--- config.mk ---
export PLATFORM = sky130hd
export DESIGN_NAME = stream_to_multi_symbols
export DESIGN_NICKNAME = d
export VERILOG_FILES = /design/src/rtl/stream_to_multi_symbols_pkg.sv /design/src/rtl/stream_to_multi_symbols_symbol_extend.sv /design/src/rtl/stream_to_multi_symbols.sv
export SDC_FILE = /design/constraint.sdc
export NUM_CORES = 2
export LEC_CHECK = 0
export ABC_AREA = 1
export CAP_MARGIN = 20
export CORE_AREA = 2 2 468 470
export CTS_BUF_LIST = sky130_fd_sc_hd__clkbuf_8
export DETAILED_ROUTE_END_ITERATION = 8
export DIE_AREA = 0 0 470 472
export PLACE_DENSITY = 0.53
export SYNTH_ARGS = -nofsm -noshare
export SYNTH_HDL_FRONTEND = slang
export SYNTH_SLANG_ARGS = --single-unit
--- constraint.sdc ---
create_clock -name clk -period 2.5 [get_ports clk]
set_clock_uncertainty 0.2 [all_clocks]
set_input_delay 0.375 -clock clk [delete_from_list [all_inputs] [get_ports clk]]
set_output_delay 0.375 -clock clk [all_outputs]
set_load 0.01 [all_outputs]
--- src/rtl/stream_to_multi_symbols_pkg.sv ---
// rtl/stream_to_multi_symbols_pkg.sv - shared FSM state and beat-index width helper
package stream_to_multi_symbols_pkg;

    typedef enum logic [0:0] {
        ST_IDLE = 1'b0,
        ST_SEND = 1'b1
    } state_t;

    // A single-beat configuration still needs a one-bit index port.
    function automatic int beat_idx_width(input int num_beats);
        return (num_beats > 1) ? $clog2(num_beats) : 1;
    endfunction

endpackage

--- src/rtl/stream_to_multi_symbols_symbol_extend.sv ---
// rtl/stream_to_multi_symbols_symbol_extend.sv - combinational zero/sign extender for one symbol
module symbol_extend #(
    parameter int IN_W  = 16,
    parameter int OUT_W = 17
) (
    input  logic [IN_W-1:0]  sym,
    input  logic             sign_en,
    output logic [OUT_W-1:0] ext
);

    always_comb begin
        ext            = {OUT_W{sign_en & sym[IN_W-1]}};
        ext[IN_W-1:0]  = sym;
    end

endmodule

--- src/rtl/stream_to_multi_symbols.sv ---
// rtl/stream_to_multi_symbols.sv - splits a wide integer into radix symbols emitted as multi-symbol beats
module stream_to_multi_symbols
    import stream_to_multi_symbols_pkg::*;
#(
    parameter int INPUTBITWIDTH        = 1024,
    parameter int NUMSYMBOLS           = 66,
    parameter int LOGRADIX             = 16,
    parameter int OUTPUTSYMBOLBITWIDTH = 17,
    parameter int SYMBOLSPERBEAT       = 6,
    localparam int NUMBEATS            = NUMSYMBOLS / SYMBOLSPERBEAT,
    localparam int BEATW               = beat_idx_width(NUMBEATS)
) (
    input  logic                            clk,
    input  logic                            rst_n,
    input  logic                            in_valid,
    output logic                            in_ready,
    input  logic [INPUTBITWIDTH-1:0]        data_in,
    input  logic                            in_signed,
    output logic                            out_valid,
    input  logic                            out_ready,
    output logic [OUTPUTSYMBOLBITWIDTH-1:0] out_data [SYMBOLSPERBEAT],
    output logic [BEATW-1:0]                out_beat,
    output logic                            out_last
);

    localparam int TOTALBITS = NUMSYMBOLS * LOGRADIX;
    localparam int BEATBITS  = SYMBOLSPERBEAT * LOGRADIX;
    localparam logic [BEATW-1:0] LASTBEAT = BEATW'(NUMBEATS - 1);

    generate
        if ((NUMSYMBOLS % SYMBOLSPERBEAT) != 0 || LOGRADIX > OUTPUTSYMBOLBITWIDTH ||
            TOTALBITS < INPUTBITWIDTH) begin : g_bad_params
            $error("stream_to_multi_symbols: inconsistent parameters");
        end
    endgenerate

    state_t                 state;
    logic [TOTALBITS-1:0]   data_q;
    logic [TOTALBITS-1:0]   ext;
    logic                   signed_q;
    logic [BEATW-1:0]       beat_q;
    logic                   send;
    logic                   out_hs;
    logic                   accept;

    always_comb begin
        ext                      = {TOTALBITS{in_signed & data_in[INPUTBITWIDTH-1]}};
        ext[INPUTBITWIDTH-1:0]   = data_in;
    end

    assign send      = (state == ST_SEND);
    assign out_valid = send;
    assign out_beat  = beat_q;
    assign out_last  = send && (beat_q == LASTBEAT);
    assign out_hs    = out_valid && out_ready;
    // Accepting during the last-beat handshake keeps beats flowing without a bubble.
    assign in_ready  = !send || (out_hs && out_last);
    assign accept    = in_valid && in_ready;

    always_ff @(posedge clk or negedge rst_n) begin
        if (!rst_n) begin
            state    <= ST_IDLE;
            data_q   <= '0;
            signed_q <= 1'b0;
            beat_q   <= '0;
        end else if (accept) begin
            state    <= ST_SEND;
            data_q   <= ext;
            signed_q <= in_signed;
            beat_q   <= '0;
        end else if (out_hs) begin
            data_q <= data_q >> BEATBITS;
            if (out_last) begin
                state  <= ST_IDLE;
                beat_q <= '0;
            end else begin
                beat_q <= beat_q + BEATW'(1);
            end
        end
    end

    // The current beat always sits in the low bits of the shift register.
    for (genvar j = 0; j < SYMBOLSPERBEAT; j++) begin : g_sym
        symbol_extend #(
            .IN_W  (LOGRADIX),
            .OUT_W (OUTPUTSYMBOLBITWIDTH)
        ) u_symbol_extend (
            .sym     (data_q[j*LOGRADIX +: LOGRADIX]),
            .sign_en (signed_q && out_last && (j == SYMBOLSPERBEAT - 1)),
            .ext     (out_data[j])
        );
    end

endmodule
---- Word-level counts from Yosys, hierarchy flattened ----
Index checks and enable logic that the tools add are counted.
storage, ports and cells
  word-level logic and storage cells ...... 26
  register bits after elaboration ......... 1062
  output and inout bits ................... 109
operators by class
  reductions and logical operators ........ 10
  bitwise logic cells ..................... 2
  $add $sub $neg .......................... 1
  muxes and demuxes ....................... 8
  equal/unequal tests ..................... 1
operators with widths
  operator                                     count
  two-way mux 1056 bit                         2
  two-way mux 4 bit                            3
  logical AND 1 bit                            5
  adder 4 x 1 -> 4 bit, second input constant  1
  equality test 4 bit, second input constant   1
  nonzero test 2 bit                           2
  two-way mux 1 bit                            3
  bitwise AND 1 bit                            2
  AND reduction 2 bit                          1
  zero test 1 bit                              1
  logical OR 1 bit                             1

---- Logic depth before layout (Yosys ltp) ----
  word-level depth ........................ 7
  gate-level depth with buffers ........... 13
  depth with buffers taken out ............ 11

---- By module ----
Synthesis repeated with hierarchy kept, for this count alone.
second synthesis, totals
  cells, all modules ...................... 8620
  area, all modules ....................... 58756.4 um^2
modules (own cells, without submodules)
  module                   area an instance (um^2)  cells each  instances
  stream_to_multi_symbols  57990.6                  8512        1
  symbol_extend            127.6                    18          6

---- Least setup slack after synthesis ----
No wires, ideal clock.
  kind .................................... register to register
  from .................................... register beat_q[0], in the netlist out_beat[0]
  to ...................................... register data_q[920]
  buffers on the path ..................... 3
  data required time ...................... 2.183 ns
  stages on the path, launching flop included .. 14
  data arrival time ....................... 1.678 ns
  slack ................................... 0.504 ns
  cells stage by stage .................... dfrtp_1 inv_1 ha_1 nand2_1 inv_1 nand3_1 nand2_1 nand2_1 buf_2 buf_2 buf_2 nand2_1 nand3_1 nand2_1
between the ends
  word-level cells in the longest chain between the ends .. 6
  elaborated cells on any way between the ends .. 7
  classes of those cells .................. eq/ne: 1; mux: 1; reduce/logical: 5
ends and longest elaborated chain
  item                                                               line                           source
  start: declaration                                                 stream_to_multi_symbols.sv:41  logic [BEATW-1:0] beat_q;
  start signal: assignment                                           stream_to_multi_symbols.sv:77  beat_q <= beat_q + BEATW'(1);
  equality test 4 bit *                                              stream_to_multi_symbols.sv:54  assign out_last = send && (beat_q == LASTBEAT);
  logical AND 1 bit *                                                stream_to_multi_symbols.sv:54
  logical AND 1 bit *                                                stream_to_multi_symbols.sv:57  assign in_ready = !send || (out_hs && out_last);
  logical OR 1 bit *                                                 stream_to_multi_symbols.sv:57
  logical AND 1 bit *                                                stream_to_multi_symbols.sv:58  assign accept = in_valid && in_ready;
  two-way mux 1056 bit / nonzero test 2 bit (equally long branches)  --
  end signal: assignment                                             stream_to_multi_symbols.sv:68  data_q <= ext;
  end signal: assignment                                             stream_to_multi_symbols.sv:72  data_q <= data_q >> BEATBITS;
  end: declaration                                                   stream_to_multi_symbols.sv:38  logic [TOTALBITS-1:0] data_q;
Every way passes the cells marked *; elsewhere a longest branch is shown, timed or not.
A chain may end at the register's enable or synchronous reset.

---- Worst setup path after layout ----
  from .................................... register beat_q[0], in the netlist out_beat[0]
  to ...................................... output in_ready
between the ends
  word-level cells in the longest chain between the ends .. 4
ends and longest elaborated chain
  item                 line                           source
  equality test 4 bit  stream_to_multi_symbols.sv:54
  logical AND 1 bit    stream_to_multi_symbols.sv:54
  logical AND 1 bit    stream_to_multi_symbols.sv:57
  logical OR 1 bit     stream_to_multi_symbols.sv:57
  end: declaration     stream_to_multi_symbols.sv:16  output logic in_ready,
Every way passes these cells.

==> flow_summary.json <==
{
  "status": "finished, violations left",
  "violations": "negative setup slack",
  "grt_util_met3_pct": 4.32,
  "yosys_register_bits": 1031,
  "tightest_slew_ns": 0.729,
  "grt_max_degree": 159,
  "register_area_um2": 25800,
  "synthCells": 7583,
  "cts_tree": "built",
  "die-area_um2": 222000,
  "power.total_uw": 71500,
  "crit_end": "in_ready",
  "period_share_pct": 105,
  "p_leak_uw": 0.0446,
  "antenna_found_initial": 102,
  "grt_pass1_wl_mm": 381,
  "port_buffers": 1132,
  "numCtsBuffers": 197,
  "yosysSeqAreaShare_pct": 46.0,
  "ys_types": 19,
  "cp_max_fo": 3,
  "clock-root-buffer": "clkbuf_8",
  "slew_headroom_pct": 51.4,
  "vdd_drop_max_mv": 0.566,
  "crit_type": "reg -> out",
  "avgSynthCellArea_um2": 7.39,
  "core_um2": 217000,
  "p_per_area_nw_per_um2": 822,
  "rr_endpoint": "data_q[411]$_DFFE_PN0P_",
  "dp_cells": 11200,
  "setup_viol": 3,
  "hold_viol_final": 0,
  "fmax_mhz": 381,
  "maxCapViolCount": 0,
  "drc_errors": 0,
  "route.detailed.wl_per_inst_um": 20.9,
  "worstSetupEndpointType": "output pin",
  "syn_area_um2": 56000,
  "path_cells": "inv_2 > ha_4 > nand2_4 > inv_4 > nand3_4 > nand2_8 > buf_6",
  "grt.total_usage_pct": 22.8,
  "worst_ep_required_time_ns": 1.92,
  "rr_worst_depth": 14,
  "dp_hpwl_mm": 189,
  "startpoint": "out_beat[0]$_DFFE_PN0P_",
  "dr.pass1.iters": 5,
  "rrSetupSlack_ns": 0.05,
  "grtUsageMet1_pct": 30.4,
  "met2_usage_pct": 36.1,
  "gp_congestion": 0.929,
  "grt.busiest_layer": "met2",
  "htree_levels": 4,
  "die_width_um": 470,
  "cts.sinks": 1031,
  "setup_ws_ns": -0.127,
  "drtIter0Drc": 4698,
  "hold_class": "in -> reg",
  "timing.hold.ws_ns": 0.0668,
  "finalMaxSlewViolations": 0,
  "areaGrowthSynthToFinish_pct": 55.3,
  "cp_slowest_cell": "dfrtp_1",
  "ios": 1138,
  "rows": 171,
  "yosysTopAreaCell": "dfrtp_1",
  "r2r-start": "out_beat[0]$_DFFE_PN0P_",
  "cts_buffer_depth": 3,
  "drive_gt1_share_pct": 7.29,
  "path_clk_slew_ns": 0.06,
  "insertion_delay_ns": 1.01,
  "via_count": 58000,
  "grt_overflow_total": 0,
  "rsz0062_at_grt": "true",
  "yosys_warnings": 0,
  "final_nets": 10700,
  "instances_no_fill": 12700,
  "die_h_um": 472,
  "fillers": 22200,
  "viasPerCell": 4.56,
  "synth.area.top_cells": "dfrtp_1, nand2_1, nand3b_1, nand3_1, inv_1",
  "synth_top_area_share_pct": 46.0,
  "grt_pass1_vias": 57700,
  "postRouteAntennaNets": 0,
  "start_kind": "flip-flop",
  "multi_input_area_um2": 23800,
  "worst_ep_arrival_time_ns": 2.05,
  "critical-path-max-stage-delay_ns": 0.40,
  "start_util_pct": 25.9,
  "wirelength_mm": 265,
  "min_period_ns": 2.63
}
## flip-flops by register name, indices dropped and copies added, names as in the netlist
register   count
data_q      1025
out_beat       4
out_valid      1
signed_q       1
## cells in the mapped netlist
library cell     n
nand2_1       2928
dfrtp_1       1031
nand3_1       1027
inv_1          932
nand3b_1       928
buf_2          284
clkbuf_1       251
buf_4          107
o21ai_0         63
buf_1           13
nor2_1           6
o21ai_1          3
ha_1             2
inv_2            2
xor2_1           2
a21oi_1          1
conb_1           1
o21ai_2          1
o22ai_1          1
## final cells by class
class                      count  share of cell area [%]
antenna                       61                   0.175
clock buffer                 245                    3.87
clock inverter               115                   0.755
inverter                     934                    4.04
multi-input combinational   4967                    27.3
sequential                  1031                    29.6
tap                         2854                    4.10
timing repair buffer        2507                    30.1
## metrics by stage
step / setup slack [ns] / utilization (%) / cell area [um^2] / TNS [ns]
after floorplan: 0.504 / - / 56100 / 0
after global routing: -0.276 / 40.2 / 87000 / -1.15
after CTS: -0.242 / 39.6 / 85800 / -21.95
after global placement: -0.249 / 33.1 / 71600 / -49.46
after detailed placement: -0.251 / 33.1 / 71600 / -63.25
final: -0.127 / 40.2 / 87000 / -0.311
## worst min-delay path by stage
stage / from / end / slack [ns] / cells after the start
CTS: data_in[792] / data_q[792]$_DFFE_PN0P_ / 0.002 / 4
global route: data_in[95] / data_q[95]$_DFFE_PN0P_ / -0.003 / 4
floorplan: rst_n / data_q[0]$_DFFE_PN0P_ / -0.12 / 0
detailed placement: rst_n / data_q[19]$_DFFE_PN0P_ / 0.15 / 1
finish: data_in[95] / data_q[95]$_DFFE_PN0P_ / 0.07 / 4
global placement: rst_n / data_q[19]$_DFFE_PN0P_ / 0.14 / 1
## critical path: cells and delay by family, from the launching register on
| kind | cells | cell delay (ns) |
|---|---|---|
| DFF | 1 | 0.40 |
| and+or+nand+nor | 3 | 0.25 |
| buffers and inverters | 3 | 0.27 |
| adders and majority gates | 1 | 0.14 |
## cell usage in the layout, fill, tap and decap left out, types with 3 or more instances in the layout
master,netlist,routed
bufinv_16,0,4
buf_6,0,14
o21ai_0,63,63
inv_2,2,3
inv_1,932,1010
dlygate4sd3_1,0,1008
dfrtp_2,0,5
buf_2,284,3
nand2_1,2928,2906
clkinv_8,0,4
nand3_1,1027,1008
clkbuf_16,0,22
dlygate4sd2_1,0,90
buf_16,0,16
nor2_1,6,5
nand3b_1,928,928
nand2_4,0,3
buf_8,0,3
clkinv_2,0,17
o21ai_1,3,3
nand2_2,0,17
clkdlybuf4s15_2,0,6
clkbuf_8,0,245
nand3_2,0,17
clkinvlp_4,0,5
buf_4,107,205
clkdlybuf4s50_1,0,1026
buf_12,0,111
conb_1,1,5
dfrtp_1,1031,1026
diode_2,0,61
## repair_timing
action / CTS / global route
cloned: 0 / 24
resized for setup: 163 / 73
hold endpoints to repair: 2041 / 0
hold buffers: 1009 / 0
setup buffers: 9 / 22
pin swaps: 1 / 11
endpoints found under the setup margin: 404 / 932
## routing by layer
layer | vias up | wire length [um]
met1 | 27500 | 117000
met4 | 28 | 11500
met3 | 481 | 16800
li1 | 27700 | -
met2 | 2264 | 120000
met5 | - | 167
## power by group
part / switching [uW] / internal [uW]
Sequential: 3890 / 23200
Clock: 8080 / 9230
Combinational: 16100 / 11100
Total: 28100 / 43500
## logic make-up after synthesis
group	synth area share (%)
buf+inv	12.0
simple gates	41.3
xor+xnor	0.0313
flops	46.0
compound gates	0.625
fa+ha+maj	0.0446
other cells	0.00669
Power figures use the tool's default switching activity.
